### config.mk
export PLATFORM = sky130hd
export DESIGN_NAME = ccff_bitstream_loader
export DESIGN_NICKNAME = d
export VERILOG_FILES = /design/src/rtl/ccff_bitstream_loader.sv
export SDC_FILE = /design/constraint.sdc
export NUM_CORES = 1
export LEC_CHECK = 0
export ABC_AREA = 0
export BUFFER_PORTS_ARGS = -buffer_cell sky130_fd_sc_hd__buf_2
export CAP_MARGIN = 20
export CORE_MARGIN = 4
export CORE_UTILIZATION = 50
export CTS_BUF_LIST = sky130_fd_sc_hd__clkbuf_8
export DETAILED_ROUTE_END_ITERATION = 8
export PLACE_DENSITY = 0.71
export SLEW_MARGIN = 20
export SYNTH_ARGS = -nofsm -noshare
export SYNTH_HDL_FRONTEND = slang
export SYNTH_SLANG_ARGS = --single-unit
### constraint.sdc
create_clock -name prog_clk -period 3 [get_ports prog_clk]
set_input_delay 0.45 -clock prog_clk [delete_from_list [all_inputs] [get_ports prog_clk]]
set_output_delay 0.45 -clock prog_clk [all_outputs]
set_load 0.02 [all_outputs]
### src/rtl/ccff_bitstream_loader.sv
// Serial configuration-chain driver: streams config words into a ccff chain
// through ccff_head/config_enable and returns the previous chain contents as readback words.
module ccff_bitstream_loader #(
    parameter int CHAIN_LENGTH = 64,
    parameter int WORD_WIDTH   = 8
) (
    input  logic                  prog_clk,
    input  logic                  pReset,
    input  logic                  start,
    input  logic [0:WORD_WIDTH-1] cfg_word,
    input  logic                  cfg_valid,
    output logic                  cfg_ready,
    output logic                  config_enable,
    output logic                  ccff_head,
    input  logic                  ccff_tail,
    output logic [0:WORD_WIDTH-1] rd_word,
    output logic                  rd_valid,
    output logic                  busy,
    output logic                  done
);

    localparam int CNT_W = $clog2(CHAIN_LENGTH + 1);
    localparam int IDX_W = $clog2(WORD_WIDTH);
    localparam logic [CNT_W-1:0] LAST_BIT = CNT_W'(CHAIN_LENGTH - 1);
    localparam logic [IDX_W-1:0] LAST_IDX = IDX_W'(WORD_WIDTH - 1);

    typedef enum logic [1:0] {
        S_IDLE  = 2'd0,
        S_FETCH = 2'd1,
        S_SHIFT = 2'd2,
        S_DONE  = 2'd3
    } state_t;

    state_t                state_q, state_d;
    logic [CNT_W-1:0]      bit_cnt_q, bit_cnt_d;
    logic [IDX_W-1:0]      idx_q, idx_d;
    logic [0:WORD_WIDTH-1] tx_sreg_q, tx_sreg_d;
    logic [0:WORD_WIDTH-1] rx_sreg_q, rx_sreg_d;
    logic [0:WORD_WIDTH-1] rd_word_q, rd_word_d;
    logic                  cfg_ready_q, cfg_ready_d;
    logic                  config_enable_q, config_enable_d;
    logic                  ccff_head_q, ccff_head_d;
    logic                  rd_valid_q, rd_valid_d;
    logic                  busy_q, busy_d;
    logic                  done_q, done_d;
    logic                  accept;

    // cfg_ready_q is exactly "state is FETCH", so it doubles as the handshake qualifier
    assign accept = cfg_valid & cfg_ready_q;

    always_ff @(posedge prog_clk) begin
        if (pReset) begin
            state_q         <= S_IDLE;
            bit_cnt_q       <= '0;
            idx_q           <= '0;
            tx_sreg_q       <= '0;
            rx_sreg_q       <= '0;
            rd_word_q       <= '0;
            cfg_ready_q     <= 1'b0;
            config_enable_q <= 1'b0;
            ccff_head_q     <= 1'b0;
            rd_valid_q      <= 1'b0;
            busy_q          <= 1'b0;
            done_q          <= 1'b0;
        end else begin
            state_q         <= state_d;
            bit_cnt_q       <= bit_cnt_d;
            idx_q           <= idx_d;
            tx_sreg_q       <= tx_sreg_d;
            rx_sreg_q       <= rx_sreg_d;
            rd_word_q       <= rd_word_d;
            cfg_ready_q     <= cfg_ready_d;
            config_enable_q <= config_enable_d;
            ccff_head_q     <= ccff_head_d;
            rd_valid_q      <= rd_valid_d;
            busy_q          <= busy_d;
            done_q          <= done_d;
        end
    end

    always_comb begin
        state_d = state_q;
        unique case (state_q)
            S_IDLE:  if (start) state_d = S_FETCH;
            S_FETCH: if (accept) state_d = S_SHIFT;
            S_SHIFT: begin
                if (bit_cnt_q == LAST_BIT)   state_d = S_DONE;
                else if (idx_q == LAST_IDX)  state_d = S_FETCH;
            end
            S_DONE:  state_d = S_IDLE;
            default: state_d = S_IDLE;
        endcase
    end

    // Datapath next-state and registered outputs, all derived from the upcoming state
    always_comb begin
        bit_cnt_d  = bit_cnt_q;
        idx_d      = idx_q;
        tx_sreg_d  = tx_sreg_q;
        rx_sreg_d  = rx_sreg_q;
        rd_word_d  = rd_word_q;
        rd_valid_d = 1'b0;

        unique case (state_q)
            S_IDLE: begin
                if (start) bit_cnt_d = '0;
            end
            S_FETCH: begin
                if (accept) begin
                    tx_sreg_d = cfg_word;
                    idx_d     = '0;
                end
            end
            S_SHIFT: begin
                rx_sreg_d[idx_q] = ccff_tail;
                bit_cnt_d        = bit_cnt_q + CNT_W'(1);
                if (idx_q != LAST_IDX) idx_d = idx_q + IDX_W'(1);
                if (state_d != S_SHIFT) begin
                    rd_word_d  = rx_sreg_d;
                    rd_valid_d = 1'b1;
                    rx_sreg_d  = '0;
                end
            end
            default: ;
        endcase

        cfg_ready_d     = (state_d == S_FETCH);
        config_enable_d = (state_d == S_SHIFT);
        busy_d          = (state_d != S_IDLE);
        done_d          = (state_d == S_DONE);
        ccff_head_d     = (state_d == S_SHIFT) ? tx_sreg_d[idx_d] : ccff_head_q;
    end

    assign cfg_ready     = cfg_ready_q;
    assign config_enable = config_enable_q;
    assign ccff_head     = ccff_head_q;
    assign rd_word       = rd_word_q;
    assign rd_valid      = rd_valid_q;
    assign busy          = busy_q;
    assign done          = done_q;

endmodule

==> results of run 1 <==
-- worst reg2reg max path, delay by kind of cell, from the launching register on --
family,cells,cell delay (ns)
AO/OA/AOI/OAI,4,0.88
flip-flops,1,0.51
AND/OR/NAND/NOR,2,0.46
adder cells (fa/ha/maj),1,0.27
buffers and inverters,1,0.22
-- report_power, final --
group,internal [mW],switching (mW)
Sequential,0.571,0.00865
Clock,0.156,0.183
Combinational,0.0676,0.115
-- cells in the final DEF (no fill, tap or decap), types with 2 or more instances in the layout --
| cell | instances |
|---|---|
| nand2b_1 | 4 |
| clkinv_2 | 2 |
| or3_1 | 2 |
| a21oi_1 | 6 |
| a22oi_1 | 3 |
| nor2b_1 | 5 |
| inv_1 | 6 |
| buf_2 | 26 |
| nor3_1 | 6 |
| nor2_1 | 27 |
| dfxtp_1 | 42 |
| xor2_1 | 2 |
| o21a_1 | 3 |
| or2_2 | 3 |
| nand3b_1 | 2 |
| a32o_1 | 6 |
| a211oi_1 | 2 |
| mux2_2 | 8 |
| o21ai_0 | 6 |
| nand2_1 | 17 |
| nand4_1 | 2 |
| nor3b_1 | 2 |
| clkbuf_8 | 5 |
| mux2i_1 | 17 |
| buf_4 | 2 |
| ha_1 | 5 |
| nand3_1 | 2 |
-- kinds of logic after synthesis --
kind of cell / Yosys count / share of synthesized area [%]
xor gates and xnor gates: 2 / 0.888
DFF: 42 / 42.6
and+or+nand+nor: 78 / 20.0
buffers and inverters: 14 / 3.23
AOI/OAI and AO/OA: 40 / 16.9
adders and majority gates: 5 / 3.17
muxes: 25 / 13.2
-- path summary, 6_finish.rpt --
| check | to | slack [ns] |
|---|---|---|
| worst max-delay path | rd_word[0]$_SDFFE_PP0P_ | 0.60 |
| worst min-delay path | tx_sreg_q[2]$_SDFF_PP0_ | 0.41 |
| worst max register to register | rd_word[0]$_SDFFE_PP0P_ | 0.60 |
| worst min register to register | rd_word[1]$_SDFFE_PP0P_ | 0.46 |
-- layout make-up --
cell class	count	share of cell area (%)
multi-input cells	150	48.2
well taps	48	2.71
clock inverters	2	0.452
clock buffers	5	3.11
flip-flops and latches	42	37.9
inverters	6	1.02
repair buffers	28	6.55
-- registers in the layout, indices dropped and copies added, names as in the netlist, 2 cells and up --
register   count
state_q        2
bit_cnt_q      7
rd_word        8
rx_sreg_q      8
idx_q          3
tx_sreg_q      8
-- through the flow --
| stage | cells | hold slack (ns) | cell area, um2 |
|---|---|---|---|
| after global placement | 274 | 0.438 | 2140 |
| after global routing | 281 | 0.414 | 2220 |
| after CTS | 281 | 0.406 | 2220 |
| final | 281 | 0.410 | 2220 |
| after detailed placement | 274 | 0.446 | 2140 |
| after floorplan | 206 | 0.424 | 1970 |
-- routing by layer --
layer / global-route usage [%] / routed length (um)
met5: 0 / 0
met1: 17.9 / 1710
met2: 24.9 / 1690
met3: 5.40 / 150
met4: 8.14 / 73
==> results.md, run 1 <==
* Outcome: finished, final reports clean
* Cell variety after synth at 47
* Crit Path Max Fanout at 11
* CTS tree: yes
* Startpoint types: flip-flop
* Worst path max stage delay at 0.51 ns
* Register area at 841 um2
* Seq/Total Area, Yosys at 42.6%
* Vias in the first global route at 1385
* Final WL at 3.62 mm
* Nets at 251
* Cells after synthesis at 206
* Share of layout cells above drive strength 1 at 24.0%
* Worst r2r path cells at 8
* Clk slew on worst S/H paths at 0.07 ns
* DRT Pass-1 Iters at 4
* Cell taking the most area after synthesis: dfxtp_1
* Slew @ Worst Pin at 0.593 ns
* GR Util All Layers at 15.4%
* PD cells at 497 nW/um2
* Area of the die at 5020 um2
* Final Cycle Share at 80.1%
* Yosys reg bits at 42
* Post-layout util at 59.2%
* Multi-input logic area at 1070 um2
* Synth area leaders: dfxtp_1 43%, mux2i_1 8.6%, nor2_1 5.1%
* Initial antenna violation count at 0
* Fin Setup TNS at 0 ns
* Initial core utilization at 52.7%
* Largest net degree at the start of global routing at 31
* Port Buf Inserts at 26
* Initial DRC count at 67
* Setup bufs post-CTS at 0
* Fraction of registers with async set/reset at 0%
* Synth Warn # at 0
* Area Overhead vs Synth at 12.3%
* Clk_lat worst skew at 0.30 ns
* Yosys top cell area share at 42.6%
* Die span in y at 70.8 um
* Core area at 3740 um2
* Top-count cell post-synth: dfxtp_1
* Final WS setup at 0.597 ns
* CP Launch Point: idx_q[1]$_SDFF_PP0_
* Die W at 70.8 um
* Worst slack at placement at 0.616 ns
* Post-cts resize count at 0
* Count of flip-flops with a built-in enable after synthesis at 0
* Crit-path leading delay family: compound AO/OA/AOI/OAI gates
* Required time worst endpoint at 3.23 ns
* Drt drc at 0
* Detailed Place HPWL at 2.55 mm
* CP Class: reg -> reg
* Drt wl/cell at 12.9 um
* RSZ-0062 raised after global routing: false
* Post-CTS Hold Buffers at 0
* Critical Path AT at 2.63 ns
* Total power at 1.10 mW
* Fin. Hold Viols at 0
* Clk sinks at 42
* H-tree Lvls at 2
* Cell Rows at 22
* Global-route wire length before repair at 6.12 mm
* Clock skew at 0.00426 ns
* Clk root buf: clkbuf_8
* Crit path depth at 8
* Vias at 1517
* Cell chain of the critical path: ha_1 > nand2_1 > o2bb2ai_2 > a221oi_2 > o41ai_4 > buf_4 > or2_2 > a21oi_1
* Post-DRT Antenna Nets at 0
* Net count after synthesis at 224
* Ys flop type: dfxtp_1
* Inserted Diodes at 0
* Filler cells at 348
* IO Pins at 27
* Worst hold path type: in -> reg
* Avg Synthesized Cell Area at 9.58 um2
* CTS Buf Count at 5
* Hold Crit Depth at 3
* Relative slew margins at 60.4%
* Grt ovf at 0
* Post-Syn Area at 1970 um2
* Achievable Freq at 416 MHz
* Final Wtd Congestion at 0.827
* Max cap viols at 0
* Worst Path Buf+Inv at 1
* Clock Path Buffers at 2
* Final Critical Period at 2.40 ns
* P_leak at 0.988 nW
* Post-DR vias/cell at 5.40
* Maximum vdd drop at 0.000288 V
* Final number of setup-violating endpoints at 0
* Hold Path Origin: cfg_word[2]
* Worst Setup End Kind: flip-flop
* Max-slew violations at 0
* Top post-synthesis cells by count: 42 x dfxtp_1, 27 x nor2_1, 17 x mux2i_1, 17 x nand2_1, 8 x mux2_2
* Slowest CP cell: dfxtp_1
* Origin of the critical flop-to-flop path: idx_q[1]$_SDFF_PP0_
No activity file was read; power rests on OpenSTA's default activity.
==> run 2: changes to the inputs <==
--- a/config.mk
+++ b/config.mk
@@ -12,7 +12,7 @@
 export CORE_UTILIZATION = 50
 export CTS_BUF_LIST = sky130_fd_sc_hd__clkbuf_8
 export DETAILED_ROUTE_END_ITERATION = 8
-export PLACE_DENSITY = 0.71
+export PLACE_DENSITY = 0.74
 export SLEW_MARGIN = 20
 export SYNTH_ARGS = -nofsm -noshare
 export SYNTH_HDL_FRONTEND = slang
==> constraint.sdc (replaced) <==
create_clock -name prog_clk -period 2.1 [get_ports prog_clk]
set_input_delay 0.315 -clock prog_clk [delete_from_list [all_inputs] [get_ports prog_clk]]
set_output_delay 0.315 -clock prog_clk [all_outputs]
set_load 0.02 [all_outputs]
==> results.md, run 2 (synthesized netlist as in run 1, its figures left out) <==
* Outcome: finished, final reports clean
* Final Cycle Share at 94.3% (+14 points)
* Detailed Place HPWL at 2.82 mm (+11%)
* Most common cell after layout, fill and taps aside: dfxtp_1
* Clk_lat worst skew at 0.30 ns (about the same)
* Final number of setup-violating endpoints at 0 (unchanged)
* CP Class: reg -> reg
* M2 GR Usage at 27.5% (+2.6 points)
* Post-DR vias/cell at 5.34 (-1.0%)
* Initial core utilization at 52.7% (unchanged)
* Largest net degree at the start of global routing at 23 (-26%)
* Die W at 70.8 um (unchanged)
* H-tree Lvls at 2 (unchanged)
* IO Pins at 27 (unchanged)
* Worst path max stage delay at 0.37 ns (-0.14 ns)
* Grt ovf at 0 (unchanged)
* Max-slew violations at 0 (unchanged)
* Port Buf Inserts at 26 (unchanged)
* CTS Buf Count at 5 (unchanged)
* Clk sinks at 42 (unchanged)
* Post-CTS Hold Buffers at 0 (unchanged)
* Filler cells at 326 (-6.3%)
* RSZ-0062 raised after global routing: true
* Critical Path AT at 2.21 ns (-0.42 ns)
* M3 GR Usage at 3.98% (-1.4 points)
* Slowest CP cell: dfxtp_1
* Commonest non-fill, non-tap cells in the layout: 42 x dfxtp_1, 26 x nor2_1, 26 x buf_2
* Die span in y at 70.8 um (unchanged)
* Maximum vdd drop at 0.000527 V (+83%)
* Final Wtd Congestion at 0.890 (+7.5%)
* Final WL at 3.77 mm (+4.1%)
* Required time worst endpoint at 2.33 ns (-0.90 ns)
* Area Overhead vs Synth at 22.8%
* Worst hold path type: in -> reg
* Register area at 841 um2 (unchanged)
* Achievable Freq at 505 MHz (+21%)
* Max cap viols at 0 (unchanged)
* PD cells at 733 nW/um2 (+47%)
* Drt drc at 0 (unchanged)
* CTS tree: yes
* Area of the die at 5020 um2 (unchanged)
* Worst r2r path cells at 8 (unchanged)
* Cell Rows at 22 (unchanged)
* Vias at 1603 (+5.7%)
* Final Critical Period at 1.98 ns (-0.422 ns)
* Inserted Diodes at 0 (unchanged)
* Slew @ Worst Pin at 0.540 ns (-0.0527 ns)
* Worst Setup End Kind: flip-flop
* Worst slack at placement at 0.00347 ns (-0.613 ns)
* Fin area at 2420 um2 (+9.3%)
* Share of layout cells above drive strength 1 at 30.6% (+6.5 points)
* Clk slew on worst S/H paths at 0.08 ns (about the same)
* GR Util All Layers at 16.3% (+0.85 points)
* Grt met1 use at 19.3% (+1.5 points)
* Setup bufs post-CTS at 0 (unchanged)
* Cell chain of the critical path: inv_1 > ha_2 > or2b_2 > a21boi_4 > o41ai_4 > buf_12 > or2_2 > a21oi_1
* DP Area at 2280 um2 (+6.9%)
* Clock Path Buffers at 2 (unchanged)
* P_leak at 1.10 nW (+11%)
* DRT Pass-1 Iters at 6 (+2)
* Final WS setup at 0.119 ns (-0.478 ns)
* Busiest grt layer: met2
* Clock skew at 0.0101 ns (+0.00581 ns)
* Core area at 3740 um2 (unchanged)
* Post-DRT Antenna Nets at 0 (unchanged)
* Hold Crit Depth at 3 (unchanged)
* Fin. Hold Viols at 0 (unchanged)
* Multi-input logic area at 1100 um2 (+2.6%)
* Post-layout util at 64.7% (+5.5 points)
* Drt wl/cell at 12.6 um (-2.5%)
* Initial DRC count at 86 (+28%)
* Crit Path Max Fanout at 10 (-1)
* Startpoint types: flip-flop
* Vias in the first global route at 1566 (+13%)
* Global-route wire length before repair at 6.60 mm (+7.8%)
* Nets at 269 (+7.2%)
* Relative slew margins at 63.9% (+3.5 points)
* Initial antenna violation count at 0 (unchanged)
* Clk root buf: clkbuf_8
[run 2: worst paths after layout]
path | startpoint | to | slack, ns
setup / recovery | state_q[0]$_SDFF_PP0_ | rd_word[0]$_SDFFE_PP0P_ | 0.12
hold / removal | cfg_word[0] | tx_sreg_q[0]$_SDFF_PP0_ | 0.28
setup reg to reg | state_q[0]$_SDFF_PP0_ | rd_word[0]$_SDFFE_PP0P_ | 0.12
hold reg to reg | rd_word[1]$_SDFFE_PP0P_ | rd_word[1]$_SDFFE_PP0P_ | 0.46
[run 2: power breakdown]
group          switching, mW  total (mW)  internal (mW)
Clock                  0.272       0.622          0.350
Sequential            0.0100       0.826          0.816
Combinational          0.183       0.327          0.143
[run 2: cell type report]
class                           count  area share (%)
Clock buffer                        5            2.84
Clock inverter                      3            1.70
Inverter                            6           0.930
Multi-Input combinational cell    150            45.2
Sequential cell                    42            34.7
Tap cell                           48            2.48
Timing Repair Buffer               46            12.1
[run 2: stage by stage]
stage	total power, mW	TNS [ns]	hold WS [ns]	std cells
after floorplan	1.04	0	0.424	206
after global placement	1.15	0	0.435	292
after detailed placement	1.16	0	0.451	292
after CTS	1.78	0	0.273	300
after global routing	1.85	-0.0122	0.298	300
final	1.77	0	0.281	300
[run 2: critical path, delay by kind of cell, from the launching register on]
family | cells | cell delay [ns]
and+or+nand+nor | 2 | 0.62
AOI/OAI and AO/OA | 3 | 0.42
DFF | 1 | 0.37
buffers and inverters | 2 | 0.25
adders and majority gates | 1 | 0.25
[run 2: layer usage]
layer	wire [um]	up-vias	part of all wire [%]
met4	80	0	2.1
met3	145	8	3.8
met1	1720	742	46
met2	1820	33	48
met5	0	-	0
li1	-	820	-
[run 2: timing repair]
action / 4_1_cts / 5_1_grt
setup endpoints to repair: 1 / 11
gates resized for setup: 1 / 5
cloned: 0 / 0
==> run 3: changes to the inputs <==
--- a/config.mk
+++ b/config.mk
@@ -13,6 +13,7 @@
 export CTS_BUF_LIST = sky130_fd_sc_hd__clkbuf_8
 export DETAILED_ROUTE_END_ITERATION = 8
 export PLACE_DENSITY = 0.74
+export REMOVE_ABC_BUFFERS = 1
 export SLEW_MARGIN = 20
 export SYNTH_ARGS = -nofsm -noshare
 export SYNTH_HDL_FRONTEND = slang
==> results.md, run 3 (synthesized netlist as in run 1, its figures left out) <==
* Initial DRC count at 69 (-20%)
* Crit-path leading delay family: compound AO/OA/AOI/OAI gates
* Fin. Hold Viols at 0 (unchanged)
* Inserted Diodes at 0 (unchanged)
* Flop2flop setup slack at 0.11 ns (about the same)
* Cell chain of the critical path: inv_1 > ha_1 > a21boi_2 > o21ai_1 > a21boi_2 > buf_4 > nor4_4 > buf_4 > nand2_1 > o21ai_0
* Initial antenna violation count at 0 (unchanged)
* Filler cells at 339 (+4.0%)
* PD cells at 703 nW/um2 (-4.1%)
* CTS tree: yes
* Final Critical Period at 1.99 ns (+0.00835 ns)
* P_leak at 1.06 nW (-3.0%)
* Commonest non-fill, non-tap cells in the layout: 42 x dfxtp_1, 27 x nor2_1, 26 x buf_2
* Worst hold path type: in -> reg
* Slowest CP cell: dfxtp_1
* Critical Path AT at 2.21 ns (about the same)
* Final number of setup-violating endpoints at 0 (unchanged)
* Vias at 1586 (-1.1%)
* Worst Path Buf+Inv at 3 (+1)
* Final Wtd Congestion at 0.837 (-5.9%)
* IO Pins at 27 (unchanged)
* Global-route wire length before repair at 6.50 mm (-1.5%)
* Total power at 1.68 mW (-5.1%)
* DRT Pass-1 Iters at 4 (-2)
* Final non-filler cell total at 298 (-0.67%)
* RSZ-0062 raised after global routing: true
* Port Buf Inserts at 26 (unchanged)
* Post-CTS Hold Buffers at 0 (unchanged)
* Nets at 267 (-0.74%)
* Worst Setup End Kind: flip-flop
* Vias in the first global route at 1527 (-2.5%)
* Final Cycle Share at 94.7% (+0.40 points)
* Clk root buf: clkbuf_8
* Placed instance count at 290 (-0.68%)
* Relative slew margins at 59.5% (-4.4 points)
* Clk slew on worst S/H paths at 0.08 ns (about the same)
* CP Class: reg -> reg
* Cell Rows at 22 (unchanged)
* Post-layout util at 64.0% (-0.70 points)
* Area of the die at 5020 um2 (unchanged)
* Most common cell after layout, fill and taps aside: dfxtp_1
* Achievable Freq at 503 MHz (-0.42%)
* Drt wl/cell at 12.7 um (+0.91%)
* Post-DRT Antenna Nets at 0 (unchanged)
* Area Overhead vs Synth at 21.4%
* Clk_lat worst skew at 0.29 ns (about the same)
* Core area at 3740 um2 (unchanged)
* Worst path max stage delay at 0.33 ns (-0.04 ns)
* Share of layout cells above drive strength 1 at 30.8% (+0.24 points)
* Crit Path Max Fanout at 9 (-1)
* Clk sinks at 42 (unchanged)
* Die span in y at 70.8 um (unchanged)
* Maximum vdd drop at 0.000587 V (+11%)
* Die W at 70.8 um (unchanged)
* Min Hold Slack at 0.273 ns (-0.00712 ns)
* Startpoint types: flip-flop
* Register area at 841 um2 (unchanged)
* Multi-input logic area at 1100 um2 (+0.46%)
* Slew @ Worst Pin at 0.607 ns (+0.0671 ns)
* Post-DR vias/cell at 5.32 (-0.40%)
* Drt drc at 0 (unchanged)
* Grt ovf at 0 (unchanged)
* Final WL at 3.78 mm (+0.24%)
* Initial core utilization at 52.7% (unchanged)
* H-tree Lvls at 2 (unchanged)
* CTS Buf Count at 5 (unchanged)
* GR Util All Layers at 16.0% (-0.25 points)
* Detailed Place HPWL at 2.82 mm (-0.24%)
* Max cap viols at 0 (unchanged)
* Max-slew violations at 0 (unchanged)
* Required time worst endpoint at 2.32 ns (about the same)
* Clock Path Buffers at 2 (unchanged)
* Outcome: finished, final reports clean
* Largest net degree at the start of global routing at 19 (-17%)
* Clock skew at 0.0108 ns (+0.000713 ns)
## run 3: changes by cell type in the layout (fill, tap and decap cells not counted), moves of 2 or more
cell	delta
mux2i_2	+2
mux2i_1	-2
buf_6	+3
buf_4	-4
## run 3: where the power goes
| group | total (mW) | internal [mW] | switching, mW |
|---|---|---|---|
| combinational | 0.327 | 0.142 | 0.185 |
| sequential | 0.825 | 0.816 | 0.00943 |
| clock | 0.532 | 0.264 | 0.268 |
## run 3: worst paths after layout
kind	from	endpoint	cells after the start
min reg2reg	rd_word[0]$_SDFFE_PP0P_	rd_word[0]$_SDFFE_PP0P_	2
max	state_q[1]$_SDFF_PP0_	rx_sreg_q[1]$_SDFFE_PP0P_	10
max reg2reg	state_q[1]$_SDFF_PP0_	rx_sreg_q[1]$_SDFFE_PP0P_	10
min	cfg_word[5]	tx_sreg_q[5]$_SDFF_PP0_	3
## run 3: worst min-delay path, stage by stage
cell	delay [ns]
buf_2	0.07
mux2i_1	0.07
nor2_1	0.08
## run 3: area by class of cell
| cell class | instances | area share, % |
|---|---|---|
| multi-input cells | 150 | 46.0 |
| flip-flops and latches | 42 | 35.1 |
| repair buffers | 44 | 11.5 |
| clock buffers | 6 | 3.45 |
| well taps | 48 | 2.51 |
| inverters | 6 | 0.940 |
| clock inverters | 2 | 0.522 |
## run 3: metrics by stage
step | setup WS, ns | area (um2) | TNS (ns)
global route | -0.0292 | 2400 | -0.0426
CTS | 0.0160 | 2350 | 0
finish | 0.111 | 2400 | 0
global placement | 0.0920 | 2260 | 0
floorplan | -0.0400 | 1930 | -0.255
detailed placement | 0.0284 | 2260 | 0
## run 3: repair_timing
item | CTS | global route
setup endpoints to repair | 0 | 16
buffers inserted | 0 | 0
gates resized for setup | 0 | 10
## run 3: routing by layer
metal	global-route usage (%)	share of wire, %	routed length (um)	up-vias
met4	6.89	1.8	68	0
li1	-	-	-	821
met2	26.1	47	1760	25
met1	19.5	47	1790	732
met5	0	0	0	-
met3	4.97	4.2	159	8
